===== src/rtl/vram_arbiter_if.sv =====
// vram_arbiter_if: bundle of the MPU, renderer and VRAM bus signals that
// the VRAM arbiter sits between.
//   MPU side      : mpu_exclusive, mpu_req/wr/be/addr/wdata -> mpu_ack/rdata/rvalid
//   Renderer side : ren_req/addr -> ren_ack/rdata/rvalid
//   VRAM side     : vram_en/rd/wr/be/addr/data_out -> vram_data_in
// Modports: slave = the arbiter, master = requesters plus the memory.
interface vram_arbiter_if #(
    parameter int ADDR_WIDTH = 20,
    parameter int DATA_WIDTH = 16
);
    logic                  mpu_exclusive;
    logic                  mpu_req;
    logic                  mpu_wr;
    logic [1:0]            mpu_be;
    logic [ADDR_WIDTH-1:0] mpu_addr;
    logic [DATA_WIDTH-1:0] mpu_wdata;
    logic                  mpu_ack;
    logic [DATA_WIDTH-1:0] mpu_rdata;
    logic                  mpu_rvalid;

    logic                  ren_req;
    logic [ADDR_WIDTH-1:0] ren_addr;
    logic                  ren_ack;
    logic [DATA_WIDTH-1:0] ren_rdata;
    logic                  ren_rvalid;

    logic                  vram_en;
    logic                  vram_rd;
    logic                  vram_wr;
    logic [1:0]            vram_be;
    logic [ADDR_WIDTH-1:0] vram_addr;
    logic [DATA_WIDTH-1:0] vram_data_out;
    logic [DATA_WIDTH-1:0] vram_data_in;

    modport slave (
        input  mpu_exclusive, mpu_req, mpu_wr, mpu_be, mpu_addr, mpu_wdata,
        input  ren_req, ren_addr, vram_data_in,
        output mpu_ack, mpu_rdata, mpu_rvalid,
        output ren_ack, ren_rdata, ren_rvalid,
        output vram_en, vram_rd, vram_wr, vram_be, vram_addr, vram_data_out
    );

    modport master (
        output mpu_exclusive, mpu_req, mpu_wr, mpu_be, mpu_addr, mpu_wdata,
        output ren_req, ren_addr, vram_data_in,
        input  mpu_ack, mpu_rdata, mpu_rvalid,
        input  ren_ack, ren_rdata, ren_rvalid,
        input  vram_en, vram_rd, vram_wr, vram_be, vram_addr, vram_data_out
    );
endinterface


===== src/rtl/vram_arbiter.sv =====
// vram_arbiter: shares a single-port VRAM between the MPU and the renderer.
// Ports:
//   clk    - system clock
//   _reset - asynchronous active-low reset
//   bus    - vram_arbiter_if.slave (MPU, renderer and VRAM signals)
// Acks are combinational; the VRAM command is registered one cycle after
// the transfer edge, memory answers one cycle later, and the read data is
// registered into the owner's rdata/rvalid (rvalid in the 3rd cycle after
// the transfer edge). The renderer has priority, but after MAX_REN_BURST
// back-to-back renderer transfers a waiting MPU is forced in.
module vram_arbiter #(
    parameter int ADDR_WIDTH    = 20,
    parameter int DATA_WIDTH    = 16,
    parameter int MAX_REN_BURST = 8
) (
    input  logic            clk,
    input  logic            _reset,
    vram_arbiter_if.slave   bus
);

    localparam logic [7:0] BURST_MAX = 8'(MAX_REN_BURST);

    // Owner tag of an in-flight access; only read tags produce an rvalid.
    typedef enum logic [1:0] {
        TAG_NONE   = 2'd0,
        TAG_MPU_RD = 2'd1,
        TAG_MPU_WR = 2'd2,
        TAG_REN_RD = 2'd3
    } tag_t;

    logic                  mpu_ack;
    logic                  ren_ack;
    logic                  forced_mpu;

    logic [7:0]            burst_cnt_reg;
    tag_t                  tag1_reg;
    tag_t                  tag2_reg;

    logic                  vram_en_reg;
    logic                  vram_rd_reg;
    logic                  vram_wr_reg;
    logic [1:0]            vram_be_reg;
    logic [ADDR_WIDTH-1:0] vram_addr_reg;
    logic [DATA_WIDTH-1:0] vram_data_out_reg;

    logic [DATA_WIDTH-1:0] mpu_rdata_reg;
    logic                  mpu_rvalid_reg;
    logic [DATA_WIDTH-1:0] ren_rdata_reg;
    logic                  ren_rvalid_reg;

    // Grant decode. Gated by reset so no ack is visible while held in reset.
    always_comb begin
        forced_mpu = (burst_cnt_reg == BURST_MAX) && bus.mpu_req;
        mpu_ack    = 1'b0;
        ren_ack    = 1'b0;
        if (_reset) begin
            if (bus.mpu_exclusive) begin
                mpu_ack = bus.mpu_req;
            end else begin
                ren_ack = bus.ren_req && !forced_mpu;
                // MPU wins whenever the renderer is not granted this cycle.
                mpu_ack = bus.mpu_req && !ren_ack;
            end
        end
    end

    always_ff @(posedge clk or negedge _reset) begin
        if (!_reset) begin
            burst_cnt_reg     <= '0;
            tag1_reg          <= TAG_NONE;
            tag2_reg          <= TAG_NONE;
            vram_en_reg       <= 1'b0;
            vram_rd_reg       <= 1'b0;
            vram_wr_reg       <= 1'b0;
            vram_be_reg       <= '0;
            vram_addr_reg     <= '0;
            vram_data_out_reg <= '0;
            mpu_rdata_reg     <= '0;
            mpu_rvalid_reg    <= 1'b0;
            ren_rdata_reg     <= '0;
            ren_rvalid_reg    <= 1'b0;
        end else begin
            // Burst counter: counts consecutive renderer transfers only.
            if (bus.mpu_exclusive || !ren_ack) begin
                burst_cnt_reg <= '0;
            end else if (burst_cnt_reg != BURST_MAX) begin
                burst_cnt_reg <= burst_cnt_reg + 8'd1;
            end

            // Stage 1: VRAM command for the transfer just accepted.
            if (ren_ack) begin
                vram_en_reg       <= 1'b1;
                vram_rd_reg       <= 1'b1;
                vram_wr_reg       <= 1'b0;
                vram_be_reg       <= 2'b11;
                vram_addr_reg     <= bus.ren_addr;
                vram_data_out_reg <= '0;
                tag1_reg          <= TAG_REN_RD;
            end else if (mpu_ack) begin
                vram_en_reg       <= 1'b1;
                vram_rd_reg       <= !bus.mpu_wr;
                vram_wr_reg       <= bus.mpu_wr;
                vram_be_reg       <= bus.mpu_be;
                vram_addr_reg     <= bus.mpu_addr;
                vram_data_out_reg <= bus.mpu_wdata;
                tag1_reg          <= bus.mpu_wr ? TAG_MPU_WR : TAG_MPU_RD;
            end else begin
                // Address and write data intentionally hold their last value.
                vram_en_reg       <= 1'b0;
                vram_rd_reg       <= 1'b0;
                vram_wr_reg       <= 1'b0;
                vram_be_reg       <= '0;
                tag1_reg          <= TAG_NONE;
            end

            // Stage 2: memory is returning data for the tag now in tag2.
            tag2_reg <= tag1_reg;

            // Route the returned data by the tag that travelled with the
            // access, never by the current mpu_exclusive setting.
            mpu_rvalid_reg <= (tag2_reg == TAG_MPU_RD);
            ren_rvalid_reg <= (tag2_reg == TAG_REN_RD);
            if (tag2_reg == TAG_MPU_RD) begin
                mpu_rdata_reg <= bus.vram_data_in;
            end
            if (tag2_reg == TAG_REN_RD) begin
                ren_rdata_reg <= bus.vram_data_in;
            end
        end
    end

    assign bus.mpu_ack       = mpu_ack;
    assign bus.ren_ack       = ren_ack;
    assign bus.mpu_rdata     = mpu_rdata_reg;
    assign bus.mpu_rvalid    = mpu_rvalid_reg;
    assign bus.ren_rdata     = ren_rdata_reg;
    assign bus.ren_rvalid    = ren_rvalid_reg;
    assign bus.vram_en       = vram_en_reg;
    assign bus.vram_rd       = vram_rd_reg;
    assign bus.vram_wr       = vram_wr_reg;
    assign bus.vram_be       = vram_be_reg;
    assign bus.vram_addr     = vram_addr_reg;
    assign bus.vram_data_out = vram_data_out_reg;

endmodule

===== src/flat_wrapper.sv =====
// flat-port wrapper written by rule: the top's interface ports become plain ports
module vram_arbiter_flat 
#(
    parameter int ADDR_WIDTH    = 20,
    parameter int DATA_WIDTH    = 16,
    parameter int MAX_REN_BURST = 8
)
  (clk, _reset, bus_mpu_exclusive, bus_mpu_req, bus_mpu_wr, bus_mpu_be, bus_mpu_addr, bus_mpu_wdata, bus_ren_req, bus_ren_addr, bus_vram_data_in, bus_mpu_ack, bus_mpu_rdata, bus_mpu_rvalid, bus_ren_ack, bus_ren_rdata, bus_ren_rvalid, bus_vram_en, bus_vram_rd, bus_vram_wr, bus_vram_be, bus_vram_addr, bus_vram_data_out);
  vram_arbiter_if #(.ADDR_WIDTH(ADDR_WIDTH), .DATA_WIDTH(DATA_WIDTH)) bus_i ();
  input  logic clk;
  input  logic _reset;
  input wire logic [$bits(bus_i.mpu_exclusive)-1:0] bus_mpu_exclusive;
  input wire logic [$bits(bus_i.mpu_req)-1:0] bus_mpu_req;
  input wire logic [$bits(bus_i.mpu_wr)-1:0] bus_mpu_wr;
  input wire logic [$bits(bus_i.mpu_be)-1:0] bus_mpu_be;
  input wire logic [$bits(bus_i.mpu_addr)-1:0] bus_mpu_addr;
  input wire logic [$bits(bus_i.mpu_wdata)-1:0] bus_mpu_wdata;
  input wire logic [$bits(bus_i.ren_req)-1:0] bus_ren_req;
  input wire logic [$bits(bus_i.ren_addr)-1:0] bus_ren_addr;
  input wire logic [$bits(bus_i.vram_data_in)-1:0] bus_vram_data_in;
  output wire logic [$bits(bus_i.mpu_ack)-1:0] bus_mpu_ack;
  output wire logic [$bits(bus_i.mpu_rdata)-1:0] bus_mpu_rdata;
  output wire logic [$bits(bus_i.mpu_rvalid)-1:0] bus_mpu_rvalid;
  output wire logic [$bits(bus_i.ren_ack)-1:0] bus_ren_ack;
  output wire logic [$bits(bus_i.ren_rdata)-1:0] bus_ren_rdata;
  output wire logic [$bits(bus_i.ren_rvalid)-1:0] bus_ren_rvalid;
  output wire logic [$bits(bus_i.vram_en)-1:0] bus_vram_en;
  output wire logic [$bits(bus_i.vram_rd)-1:0] bus_vram_rd;
  output wire logic [$bits(bus_i.vram_wr)-1:0] bus_vram_wr;
  output wire logic [$bits(bus_i.vram_be)-1:0] bus_vram_be;
  output wire logic [$bits(bus_i.vram_addr)-1:0] bus_vram_addr;
  output wire logic [$bits(bus_i.vram_data_out)-1:0] bus_vram_data_out;
  assign bus_i.mpu_exclusive = bus_mpu_exclusive;
  assign bus_i.mpu_req = bus_mpu_req;
  assign bus_i.mpu_wr = bus_mpu_wr;
  assign bus_i.mpu_be = bus_mpu_be;
  assign bus_i.mpu_addr = bus_mpu_addr;
  assign bus_i.mpu_wdata = bus_mpu_wdata;
  assign bus_i.ren_req = bus_ren_req;
  assign bus_i.ren_addr = bus_ren_addr;
  assign bus_i.vram_data_in = bus_vram_data_in;
  assign bus_mpu_ack = bus_i.mpu_ack;
  assign bus_mpu_rdata = bus_i.mpu_rdata;
  assign bus_mpu_rvalid = bus_i.mpu_rvalid;
  assign bus_ren_ack = bus_i.ren_ack;
  assign bus_ren_rdata = bus_i.ren_rdata;
  assign bus_ren_rvalid = bus_i.ren_rvalid;
  assign bus_vram_en = bus_i.vram_en;
  assign bus_vram_rd = bus_i.vram_rd;
  assign bus_vram_wr = bus_i.vram_wr;
  assign bus_vram_be = bus_i.vram_be;
  assign bus_vram_addr = bus_i.vram_addr;
  assign bus_vram_data_out = bus_i.vram_data_out;
  vram_arbiter #(.ADDR_WIDTH(ADDR_WIDTH), .DATA_WIDTH(DATA_WIDTH), .MAX_REN_BURST(MAX_REN_BURST)) u_core (.clk(clk), ._reset(_reset), .bus(bus_i));
endmodule

===== config.mk =====
export PLATFORM = sky130hd
export DESIGN_NAME = vram_arbiter_flat
export DESIGN_NICKNAME = d
export VERILOG_FILES = /design/src/rtl/vram_arbiter_if.sv /design/src/rtl/vram_arbiter.sv /design/src/flat_wrapper.sv
export SDC_FILE = /design/constraint.sdc
export NUM_CORES = 1
export LEC_CHECK = 0
export BUFFER_PORTS_ARGS = -buffer_cell sky130_fd_sc_hd__buf_2
export CAP_MARGIN = 20
export CORE_MARGIN = 10
export CORE_UTILIZATION = 43
export DETAILED_ROUTE_END_ITERATION = 7
export MAX_ROUTING_LAYER = met4
export PLACE_DENSITY_LB_ADDON = 0.08
export SLEW_MARGIN = 15
export SYNTH_ARGS = -nofsm -noshare
export SYNTH_HDL_FRONTEND = slang
export SYNTH_SLANG_ARGS = --single-unit

===== constraint.sdc =====
create_clock -name clk -period 1.6 [get_ports clk]
set_clock_uncertainty 0.05 [all_clocks]
set_input_delay 0.08 -clock clk [delete_from_list [all_inputs] [get_ports clk]]
set_output_delay 0.08 -clock clk [all_outputs]
set_load 0.05 [all_outputs]

==> results of run 1 <==
==> worst max-delay path, cell delays in order (launching register included) <==
cell and delay (ns):
dfrtp_2 0.44, nor4_4 0.34, buf_4 0.17, a21boi_2 0.05
buf_6 0.12, nor2_4 0.13, buf_12 0.15
==> metal layers <==
| layer | part of all wire (%) | track usage (%) | vias up |
|---|---|---|---|
| met5 | 0 | - | - |
| met4 | 2.9 | 9.00 | 0 |
| met3 | 6.8 | 5.80 | 26 |
| met2 | 50 | 31.7 | 131 |
| met1 | 41 | 21.6 | 1635 |
| li1 | - | - | 1584 |
==> final cells by class <==
class | instances | area, um^2
diodes | 2 | 5.00
clock buffers | 10 | 138
clock inverters | 6 | 52.6
fillers | 579 | 2180
inverters | 6 | 22.5
multi-input cells | 187 | 1420
flip-flops and latches | 86 | 2150
well taps | 105 | 131
repair buffers | 275 | 2070
==> Yosys cell counts, types with 2 or more instances <==
master and count:
nand2_1 28, o21ai_0 26, xnor2_1 2, dfrtp_1 86, buf_6 4, ha_1 2, mux2_2 33, nand4_1 15
o21ai_1 11, clkbuf_1 7, buf_2 8, inv_1 5, xor2_1 4, nor2_1 9, and3_1 2, nand3_1 6
mux2i_1 20, a21oi_1 16
==> cell families after synthesis <==
group | Yosys count
AOI/OAI and AO/OA | 58
xor gates and xnor gates | 6
adders and majority gates | 2
buffers and inverters | 26
DFF | 86
muxes | 53
and+or+nand+nor | 68
==> power breakdown <==
part	internal, uW	switching [uW]	total [uW]
Combinational	793	1840	2640
Sequential	2530	169	2700
Clock	631	813	1440
==> worst paths after layout <==
check / end / from / slack (ns)
max: bus_mpu_ack / u_core.burst_cnt_reg[5]$_DFFE_PN0P_ / -0.27
min: u_core.bus.vram_data_out[13]$_DFFE_PN0P_ / bus_mpu_req / 0.05
max reg2reg: u_core.tag1_reg[1]$_DFF_PN0_ / u_core.burst_cnt_reg[0]$_DFFE_PN0P_ / -0.25
min reg2reg: u_core.tag2_reg[1]$_DFF_PN0_ / u_core.tag1_reg[1]$_DFF_PN0_ / 0.32
max in group asynchronous: u_core.bus.mpu_rdata[11]$_DFFE_PN0P_ / _reset / 0.26
min in group asynchronous: u_core.bus.vram_addr[6]$_DFFE_PN0P_ / _reset / 0.29
==> through the flow <==
stage	setup TNS, ns	instances	util [%]	hold slack (ns)	setup slack [ns]
CTS	-9.21	674	72.8	0.0326	-0.298
detailed placement	-3.44	568	57.1	0.0696	-0.121
global route	-12.86	677	73.3	0.0511	-0.390
floorplan	-1.65	299	-	-0.266	-0.0803
global placement	-2.01	568	57.1	0.0695	-0.0902
finish	-7.85	677	73.3	0.0513	-0.271
==> repair_timing <==
action                                  4_1_cts  5_1_grt
pin swaps                                     7        8
gates cloned                                  7        0
endpoints found under the setup margin       43       52
hold buffers                                 76        0
endpoints found under the hold margin       115        0
buffers inserted                              8        3
resized for setup                            46       13
==> qor.yml, run 1 <==
finalMaxSlewViolations: 0
die_w_um: 111
crit_required_ns: 1.47
place.port_buffers: 156
first_pass_iters: 4
cts.path.max_buffers: 2
htree_levels: 3
synth_adder_area_share_pct: 0.696
die_y_um: 111
yosysWarningCount: 0
insertion_delay_ns: 0.34
finalWeightedCongestion: 0.830
clk_pin_slew_ns: 0.09
ys_ff_latch: 86
grt_pass1_vias: 3824
cts_sinks: 86
num_io_pins: 157
dpl-instance-area_um2: 4670
crit_path_end_kind: "output port"
setup_ws_ns: -0.271
fmax_mhz: 535
synth_compound_area_share_pct: 8.87
synth_mux_area_share_pct: 15.9
status: "finished, violations left"
start_util_pct: 44.0
crit_fanout: 4
final.period_utilization_pct: 117
hold_depth: 3
final_cell_mix: "buf_2 (153), dfrtp_1 (85), dlygate4sd3_1 (76)"
synth_top_area_share_pct: 59.8
power.density_nw_per_um2: 1130
routed_via_density: 4.99
p_total_uw: 6780
syn2layout_area_growth_pct: 66.6
yosysTopAreaCell: "dfrtp_1"
largest_register_ffs: 20
synth_top_family_by_area: "multiplexers"
cp.arrival_ns: 1.74
startpoint_type: "flop"
synth_area_leaders: "dfrtp_1 (60%), mux2_2 (10%), mux2i_1 (5.6%)"
vias: 3376
reg2reg_depth: 9
synth_cells: 299
antenna_found_initial: 2
die_area_um2: 12400
grt_max_degree: 45
avgSynthCellArea_um2: 12.0
drtAntennaViolNets: 0
max_slew_margin_pct: 64.2
cts_tree: "done"
path_class: "flop to output port"
synth_edf_count: 0
hpwl_um: 7420
layout_commonest_cell: "buf_2"
nNetsFinal: 647
grt_pass1_wl_um: 19400
cts_made_buffers: 9
ys.flop_type: "dfrtp_1"
violations: "negative setup slack"
setup_viol: 41
synth-xor-area-share_pct: 1.46
core_um2: 8180
clockRootBuffer: "clkbuf_8"
synthArstFlopShare_pct: 100
worstHoldPathType: "input pin to flop"
hold_violations: 0
synth.cell_area_um2: 3600
drt-total-wl_um: 11800
row_count: 33
ys_seq_area_share_pct: 59.8
synth-simple-area-share_pct: 9.43
drtIter0Drc: 135
fin_crit_ns: 1.87
grt.total_usage_pct: 19.5
synth_cell_type_count: 33
rsz0062_at_grt: "yes"
wire_per_inst_um: 17.4
peakVddDrop_mv: 0.616
worst_pin_slew_ns: 0.537
cap_violations: 0
syn_nets: 381
p_leak_uw: 0.00298
remaining_drc_errors: 0
grt-ovfl-total: 0
drive_gt1_share_pct: 49.3
final_area_um2: 5990
No activity file was read; power rests on OpenSTA's default activity.
==> run 2: changes to the inputs <==
BUFFER_PORTS_ARGS = not set   (was -buffer_cell sky130_fd_sc_hd__buf_2)
CAP_MARGIN = 40   (was 20)
CORE_UTILIZATION = 55   (was 43)
CTS_CLUSTER_DIAMETER = 80   (was not set)
DONT_BUFFER_PORTS = 1   (was not set)
==> qor.yml, run 2 (same netlist as run 1, synthesis figures left out) <==
insertion_delay_ns: 0.35  # was 0.34 ns
final_cell_mix: "buf_4 (88), dfrtp_1 (84), dlygate4sd3_1 (77)"  # was buf_2 (153), dfrtp_1 (85), dlygate4sd3_1 (76)
cp_cell_sequence: "buf_6, or4_4, o21ai_4, clkbuf_16, nand4_1, a21oi_1"  # was nor4_4, buf_4, a21boi_2, buf_6, nor2_4, buf_12
cts_made_buffers: 9  # unchanged
p_leak_uw: 0.00283  # was 0.00298 uW
place.port_buffers: 0  # was 156
seq_power_share_pct: 39.9  # was 39.8%
post-place-ws_ns: -0.122  # was -0.121 ns
fin_hold_ws_ns: -0.642  # was 0.0513 ns
cap_violations: 0  # unchanged
drive_gt1_share_pct: 45.6  # was 49.3%
num_io_pins: 157  # unchanged
htree_levels: 3  # unchanged
finalMaxSlewViolations: 0  # unchanged
grt_pass1_vias: 3377  # was 3,824
nNetsFinal: 558  # was 647
finalWeightedCongestion: 0.827  # was 0.830
cts.path.max_buffers: 2  # unchanged
grt.total_usage_pct: 23.2  # was 19.5%
grt-ovfl-total: 0  # unchanged
final.period_utilization_pct: 132  # was 117%
routed_via_density: 6.16  # was 4.99
remaining_drc_errors: 0  # unchanged
power.density_nw_per_um2: 1190  # was 1130 nW/um^2
antenna_found_initial: 1  # was 2
grt_max_degree: 106  # was 45
worstHoldPathType: "input pin to async pin"  # was input pin to flop
vias: 3444  # was 3,376
cts_tree: "done"  # unchanged
core_um2: 6350  # was 8180 um^2
cp.arrival_ns: 2.32  # was 1.74 ns
drt-total-wl_um: 15000  # was 11,800 um
clk_pin_slew_ns: 0.10  # was 0.09 ns
drtIter0Drc: 258  # was 135
syn2layout_area_growth_pct: 63.9  # was 66.6%
fin_crit_ns: 2.11  # was 1.87 ns
setup_ws_ns: -0.514  # was -0.271 ns
die_w_um: 101  # was 111 um
crit_fanout: 8  # was 4
path_class: "flop to flop"  # was flop to output port
first_pass_iters: 5  # was 4
p_total_uw: 7020  # was 6780 uW
reg2reg_depth: 6  # was 9
cts_sinks: 86  # unchanged
die_y_um: 101  # was 111 um
row_count: 29  # was 33
setup_viol: 52  # was 41
start_util_pct: 56.7  # was 44.0%
switching_power_uw: 2930  # was 2820 uW
clockRootBuffer: "clkbuf_8"  # unchanged
hold_violations: 99  # was 0
startpoint_type: "flop"  # unchanged
hpwl_um: 6540  # was 7420 um
crit_required_ns: 1.81  # was 1.47 ns
peakVddDrop_mv: 1.16  # was 0.616 mV
cp_slowest_cell: "or4_4"  # was dfrtp_2
fmax_mhz: 473  # was 535 MHz
drtAntennaViolNets: 0  # unchanged
intPower_uw: 4090  # was 3950 uW
p_sw_share_pct: 41.8  # was 41.7%
fillerInstances: 189  # was 579
combPwrFrac_pct: 39.9  # was 38.9%
layout_commonest_cell: "buf_4"  # was buf_2
violations: "negative hold slack, negative setup slack"  # was negative setup slack
rsz0062_at_grt: "yes"  # unchanged
grt_pass1_wl_um: 18100  # was 19,400 um
power.share.clock_pct: 20.2  # was 21.3%
crit_path_end_kind: "flop"  # was output port
wire_per_inst_um: 26.8  # was 17.4 um
max_slew_margin_pct: 48.9  # was 64.2%
slowest_delay_ns: 0.55  # was 0.44 ns
tns_ns: -15.88  # was -7.85 ns
cts_hold_buf: 77  # was 76
worst_pin_slew_ns: 0.764  # was 0.537 ns
die_area_um2: 10200  # was 12,400 um^2
largest_register_ffs: 20  # unchanged
status: "finished, violations left"  # unchanged
[run 2: cell types whose count changed in the layout (fill, tap and decap cells not counted), moves of 2 or more]
cell       before  now
buf_16          6    3
clkbuf_16       0    4
a21oi_2        10    4
nand2_1        23    5
inv_6           2    0
buf_2         153    0
o21ai_2         4   17
nand2_4         0   17
a21oi_1         6   12
buf_6           9    4
buf_12          3    8
o21ai_1        18    5
buf_4          27   88
[run 2: worst max-delay path: cells and delay by family (launching register included)]
family / cells / cell delay [ns]
buf+inv: 2 / 0.35
compound gates: 2 / 0.50
simple gates: 2 / 0.67
flops: 1 / 0.44
[run 2: power groups by stage]
stage	clock network (uW)	registers (uW)	logic [uW]
global placement	0	2770	2370
CTS	1370	2760	2610
floorplan	0	4000	436
detailed placement	0	2800	2390
finish	1420	2800	2800
global route	1500	2830	2890
[run 2: timing repair]
item	CTS	global route
setup buffers	10	8
endpoints found under the hold margin	159	102
setup endpoints to repair	42	52
pin swaps	2	35
gates cloned	3	4
gates resized for setup	30	76
[run 2: worst paths after layout]
check,slack (ns),to,from
min in group clk,-0.07,u_core.bus.vram_data_out[15]$_DFFE_PN0P_,_reset
max in group asynchronous,1.99,u_core.bus.vram_data_out[8]$_DFFE_PN0P_,_reset
worst max register to register,-0.51,u_core.bus.vram_data_out[1]$_DFFE_PN0P_,u_core.burst_cnt_reg[5]$_DFFE_PN0P_
worst max-delay path,-0.51,u_core.bus.vram_data_out[1]$_DFFE_PN0P_,u_core.burst_cnt_reg[5]$_DFFE_PN0P_
worst min-delay path,-0.64,u_core.bus.vram_addr[13]$_DFFE_PN0P_,_reset
worst min register to register,0.31,u_core.tag2_reg[1]$_DFF_PN0_,u_core.tag1_reg[1]$_DFF_PN0_
[run 2: metrics by stage]
stage	instances	instance area, um^2	utilization, %
after floorplan	299	3620	-
after global placement	443	4330	68.2
after detailed placement	443	4330	68.2
after CTS	547	5510	86.7
after global routing	558	5890	92.8
final	559	5900	92.9
[run 2: layout make-up]
class	count	area, um^2	area share (%)
Clock buffer	10	138	2.33
Tap cell	77	96.3	1.63
Clock inverter	5	36.3	0.615
Antenna cell	2	5.00	0.0849
Inverter	6	22.5	0.382
Sequential cell	86	2150	36.5
Multi-Input combinational cell	187	1600	27.1
Timing Repair Buffer	186	1850	31.4
[run 2: per-layer routing]
layer	GRT usage, %	wire length [um]
met3	5.97	1300
met2	37.1	7390
met1	27.3	5360
met5	-	0
met4	9.24	916
